`config.mk`:
```
export PLATFORM = sky130hd
export DESIGN_NAME = dlx_icache
export DESIGN_NICKNAME = d
export VERILOG_FILES = /design/src/rtl/dlx_global_pkg.sv /design/src/rtl/dlx_icache_array.sv /design/src/rtl/dlx_icache.sv
export SDC_FILE = /design/constraint.sdc
export NUM_CORES = 2
export LEC_CHECK = 0
export CAP_MARGIN = 20
export CORE_MARGIN = 2
export CORE_UTILIZATION = 25
export DETAILED_ROUTE_END_ITERATION = 12
export GPL_ROUTABILITY_DRIVEN = 0
export GPL_TIMING_DRIVEN = 0
export MAX_ROUTING_LAYER = met4
export SYNTH_ARGS = -nofsm -noshare
export SYNTH_HDL_FRONTEND = slang
export SYNTH_MEMORY_MAX_BITS = 65536
export SYNTH_SLANG_ARGS = --single-unit
```
`constraint.sdc`:
```
create_clock -name clk -period 24.1 [get_ports clk]
set_clock_uncertainty 0.15 [all_clocks]
set_input_delay 2.41 -clock clk [delete_from_list [all_inputs] [get_ports clk]]
set_output_delay 2.41 -clock clk [all_outputs]
set_load 0.02 [all_outputs]
```
`src/rtl/dlx_global_pkg.sv`:
```
// Shared DLX types: instruction-cache geometry, tag/index/line typedefs and refill FSM states.
// Types only; no logic, no latency, no backpressure.
package dlx_global_pkg;
  localparam int IC_LINES = 32;

  typedef logic [6:0]   ic_tag;
  typedef logic [4:0]   ic_index;
  typedef logic [127:0] cacheline;

  typedef enum logic {IC_IDLE, IC_REFILL} ic_state;
endpackage

```
`src/rtl/dlx_icache_array.sv`:
```
// Tag/data/valid storage for the direct-mapped I-cache: combinational read, one write port,
// write visible at the next edge; global invalidate beats a same-edge valid set. No backpressure.
module dlx_icache_array
  import dlx_global_pkg::*;
(
  input  logic     clk,
  input  logic     rst,
  input  ic_index  rd_idx,
  output ic_tag    rd_tag,
  output logic     rd_valid,
  output cacheline rd_line,
  input  logic     wr_en,
  input  ic_index  wr_idx,
  input  ic_tag    wr_tag,
  input  cacheline wr_line,
  input  logic     wr_set_valid,
  input  logic     inval_all
);
  ic_tag               tag_mem  [IC_LINES];
  cacheline            data_mem [IC_LINES];
  logic [IC_LINES-1:0] valid_q;

  always_ff @(posedge clk) begin
    if (rst) begin
      valid_q <= '0;
    end else begin
      if (wr_en) valid_q[wr_idx] <= wr_set_valid;
      if (inval_all) valid_q <= '0;
    end
  end

  always_ff @(posedge clk) begin
    if (wr_en) begin
      tag_mem[wr_idx]  <= wr_tag;
      data_mem[wr_idx] <= wr_line;
    end
  end

  assign rd_tag   = tag_mem[rd_idx];
  assign rd_valid = valid_q[rd_idx];
  assign rd_line  = data_mem[rd_idx];
endmodule

```
`src/rtl/dlx_icache.sv`:
```
// Direct-mapped read-only I-cache: hits return in the same cycle, a miss costs >= 2 cycles.
// Stalls IF for the whole refill; refill holds mem_req/mem_addr until mem_ack.
module dlx_icache
  import dlx_global_pkg::*;
#(
  parameter int ADDR_W = 16,
  parameter int TAG_W  = 7,
  parameter int IDX_W  = 5,
  parameter int LINE_W = 128
) (
  input  logic              clk,
  input  logic              rst,
  input  logic              if_req,
  input  logic [ADDR_W-1:0] if_addr,
  input  logic              flush,
  output logic [31:0]       ic_instr,
  output logic              ic_valid,
  output logic              ic_stall,
  output logic              mem_req,
  output logic [ADDR_W-1:0] mem_addr,
  input  logic              mem_ack,
  input  logic [LINE_W-1:0] mem_line,
  output logic [15:0]       miss_cnt
);
  ic_state  state;
  ic_tag    miss_tag;
  ic_index  miss_idx;
  logic     discard;

  ic_tag    rd_tag;
  logic     rd_valid;
  cacheline rd_line;

  ic_tag    f_tag;
  ic_index  f_idx;
  logic [1:0] f_word;
  logic     hit, idle, miss, wr_en;
  wire      unused_byte_bits = ^if_addr[1:0];

  assign f_tag  = if_addr[ADDR_W-1 -: TAG_W];
  assign f_idx  = if_addr[4 +: IDX_W];
  assign f_word = if_addr[3:2];

  assign hit  = rd_valid && (rd_tag == f_tag);
  assign idle = (state == IC_IDLE) && !rst;
  // A flush in the same cycle as a fetch forces a refill, even on a tag match.
  assign miss = idle && if_req && (!hit || flush);
  assign wr_en = (state == IC_REFILL) && mem_ack && !rst;

  always_comb begin
    ic_valid = idle && if_req && hit && !flush;
    ic_stall = !rst && ((state == IC_REFILL) || miss);
    ic_instr = ic_valid ? rd_line[{f_word, 5'b00000} +: 32] : 32'h0;
  end

  dlx_icache_array u_array (
    .clk          (clk),
    .rst          (rst),
    .rd_idx       (f_idx),
    .rd_tag       (rd_tag),
    .rd_valid     (rd_valid),
    .rd_line      (rd_line),
    .wr_en        (wr_en),
    .wr_idx       (miss_idx),
    .wr_tag       (miss_tag),
    .wr_line      (mem_line),
    .wr_set_valid (!discard && !flush),
    .inval_all    (flush && !rst)
  );

  always_ff @(posedge clk) begin
    if (rst) begin
      state    <= IC_IDLE;
      mem_req  <= 1'b0;
      mem_addr <= '0;
      miss_cnt <= '0;
      discard  <= 1'b0;
      miss_tag <= '0;
      miss_idx <= '0;
    end else begin
      case (state)
        IC_IDLE: begin
          if (miss) begin
            state    <= IC_REFILL;
            mem_req  <= 1'b1;
            mem_addr <= {f_tag, f_idx, 4'b0000};
            miss_tag <= f_tag;
            miss_idx <= f_idx;
            if (miss_cnt != 16'hFFFF) miss_cnt <= miss_cnt + 16'd1;
          end
        end
        IC_REFILL: begin
          if (flush) discard <= 1'b1;
          if (mem_ack) begin
            state   <= IC_IDLE;
            mem_req <= 1'b0;
            discard <= 1'b0;
          end
        end
        default: state <= IC_IDLE;
      endcase
    end
  end
endmodule

```
==> impl_results.md <==
- Placed insts: 16,000
- Worst-Skew Late Latency: 950 ps
- Yosys cell types: 56
- GRT Total Usage: 14.7%
- DR vias: 80,400
- H-tree depth: 5
- Internal power: 12,200 uW
- Combinational power share: 5.7%
- Layout area overhead: 20.4%
- Register area share after synthesis: approximately four fifths
- Tmin final: 12,430 ps
- Period utilization: 51.6%
- EDFF count, synth: around 4,300
- Endpoints failing setup: 0
- Yosys reg bits: between 4,000 and 5,000
- Critical setup path kind: in -> out
- PwrDens: 77.7 mW/mm^2
- DIE AREA: a little under 0.7 sq mm
- Die W: 821 um
- FP Rows: 300
- Hold Path Class: reg -> reg
- Cells after Synth: 6,594
- Reg-to-Reg Start: state
- Cts hold-fix bufs: 0
- Worst vdd ir: between 0.00005 and 0.00006 V
- 1st-iter DRT viols: 11,600
- CTS clk-pin slew, worst paths: 60 ps
- Final WS setup: 11,670 ps
- Core Region: 0.667 sq mm
- Remaining Overflow, GRT: 0
- Synth area leader: edfxtp_1
- Post-Route WL: 504,000 um
- Final net count: approximately 7,700
- Met3 Track Usage GR: 3.08%
- Clock Tree Root: clkbuf_16
- DR vias/cell: roughly 4.8
- Flop pwr share: 53.7%
- Finished Layout Cells: roughly 17,000
- Fraction of final layout cells sized beyond drive strength 1: roughly a third
- Slew Viols, Final: 0
- Leakage power: between 0.06 and 0.07 uW
- Worst-margin pin slew: 1340 ps
- Max-cap violation count: 0
- Synthesized area per cell: 25.3 sq um
- Number of global-route vias before repair: 79,400
- Commonest non-fill, non-tap cell in the layout: edfxtp_1
- DRT Pass-1 Iters: 5
- HP Start: mem_req
- Setup TNS: 0 ps
- Mapped Area: 0.167 sq mm
- Starting Density: ~25%
- Top cells by area, synth: edfxtp_1, mux4_2, dfxtp_1
- Slew headroom: roughly 8.0%
- Clock Sinks: 4,383
- Io pins: between 200 and 250
- GRT Max-Usage Layer: met2
- CP max FO: 10
- Top-area cell type share of the netlist area: 77.7%
- CTS tree: built
- Initial antenna violation count: 151
- Setup Buffers After CTS: 0
- Largest net degree at the start of global routing: 35
- Commonest cells after routing, fill and taps aside: edfxtp_1, mux4_2, clkbuf_16
- Worst setup path start: if_addr[5]
- Drc violations: 0
- Routed wire per std cell: between 20 and 30 um
- Most common flop cell mapped by yosys: edfxtp_1
- Fin. Hold Viols: 0
- Critical Path End Type: output port
- Synth warn: 0
- Fmax: 80.5 MHz
- Fraction of registers with async set/reset: 0%
- Met2 GRT Util: between 20% and 30%
- Switching part of the total power: 21.7%
- RSZ-0062 raised after global routing: no
- CTS Buf Count: between 400 and 500
- Crit start category: primary input
- Status: finished clean
- Critical path required time: 21,540 ps
- Post_cts resized: 0
- Die height: between 800 and 900 um
- First-pass GRT wire length: between 600,000 and 700,000 um
- Net switching power: 3400 uW
- Final HPWL DP: 351,000 um
- Port Buffers: 206
- Data arrival, critical path: slightly below 10,000 ps
- Max Root-Sink Buffers: 4
- Clock share of power: 40.5%
- Met1 GRT Util: 17.9%
- Final antenna-violating net count: 0
- Dpl ws: about 12,000 ps
==> cells in the mapped netlist, drive strengths merged (7+ instances only) <==
master	number
a21oi	26
nand3	15
nand3b	7
mux2	9
o21ai	33
clkbuf	160
dfxtp	63
mux4	1393
xor2	7
mux2i	88
a22oi	14
nand2	57
buf	197
nand4	10
nor2b	10
inv	10
or3	7
nor2	106
edfxtp	4320
==> cell type report <==
class	instances	area, sq um
clock inverters	251	2110
flip-flops and latches	4383	131000
multi-input cells	1847	34500
fillers	63100	465000
clock buffers	514	10900
plain buffers	357	1820
inverters	10	37.5
repair buffers	570	9530
well taps	8909	11100
diodes	62	155
==> metal layers <==
layer,wire length [um],vias to the layer above
li1,-,31000
met1,188000,43900
met2,250000,4640
met3,45400,815
met4,20500,0
met5,0,-
==> per-stage QoR <==
stage               instance area [sq um]  hold WS [ps]  util [%]  power [uW]
floorplan                          167000           286         -        8970
global placement                   180000           343      27.0        9400
detailed placement                 187000           319      28.0        9430
CTS                                200000           337      30.0       15700
global route                       201000           366      30.2       16000
finish                             201000           335      30.2       15600
==> critical path, stage by stage <==
cell             delay [ps]
clkdlybuf4s50_1         560
buf_4                   290
buf_6                   230
buf_6                   230
buf_2                   840
clkbuf_2                810
clkbuf_1                900
mux4_2                  430
mux4_2                  550
mux4_2                  670
mux2i_1                1090
nor2_1                  110
clkdlybuf4s50_1         590
==> state kept, by name (all words and copies together) (netlist names), 4 cells and up <==
register,flops
u_array.tag_mem,224
miss_idx,4
miss_tag,7
u_array.data_mem,4096
u_array.valid_q,32
miss_cnt,16
==> power by group through the flow <==
stage | combinational [uW] | sequential, uW | clock [uW]
floorplan | 409 | 8560 | 0
global placement | 825 | 8570 | 0
detailed placement | 867 | 8570 | 0
CTS | 869 | 8400 | 6420
global route | 926 | 8400 | 6700
finish | 895 | 8400 | 6340
==> cells by family after synthesis <==
logic type	count (synthesis)	share of synthesized area, %
adder cells (fa/ha/maj)	1	0.00749
flip-flops	4383	78.4
XOR/XNOR	7	0.0367
AO/OA/AOI/OAI	105	0.407
other	1	0.00224
AND/OR/NAND/NOR	240	0.668
multiplexers	1490	19.4
buffers and inverters	367	1.10
==> final timing paths <==
kind,to,slack [ps],cells after the start
setup reg to reg,u_array.data_mem[30][14],19680,9
hold reg to reg,mem_req,330,2
setup / recovery,ic_instr[17],11670,13
hold / removal,mem_req,330,2
(Power assumes the default switching activity.)
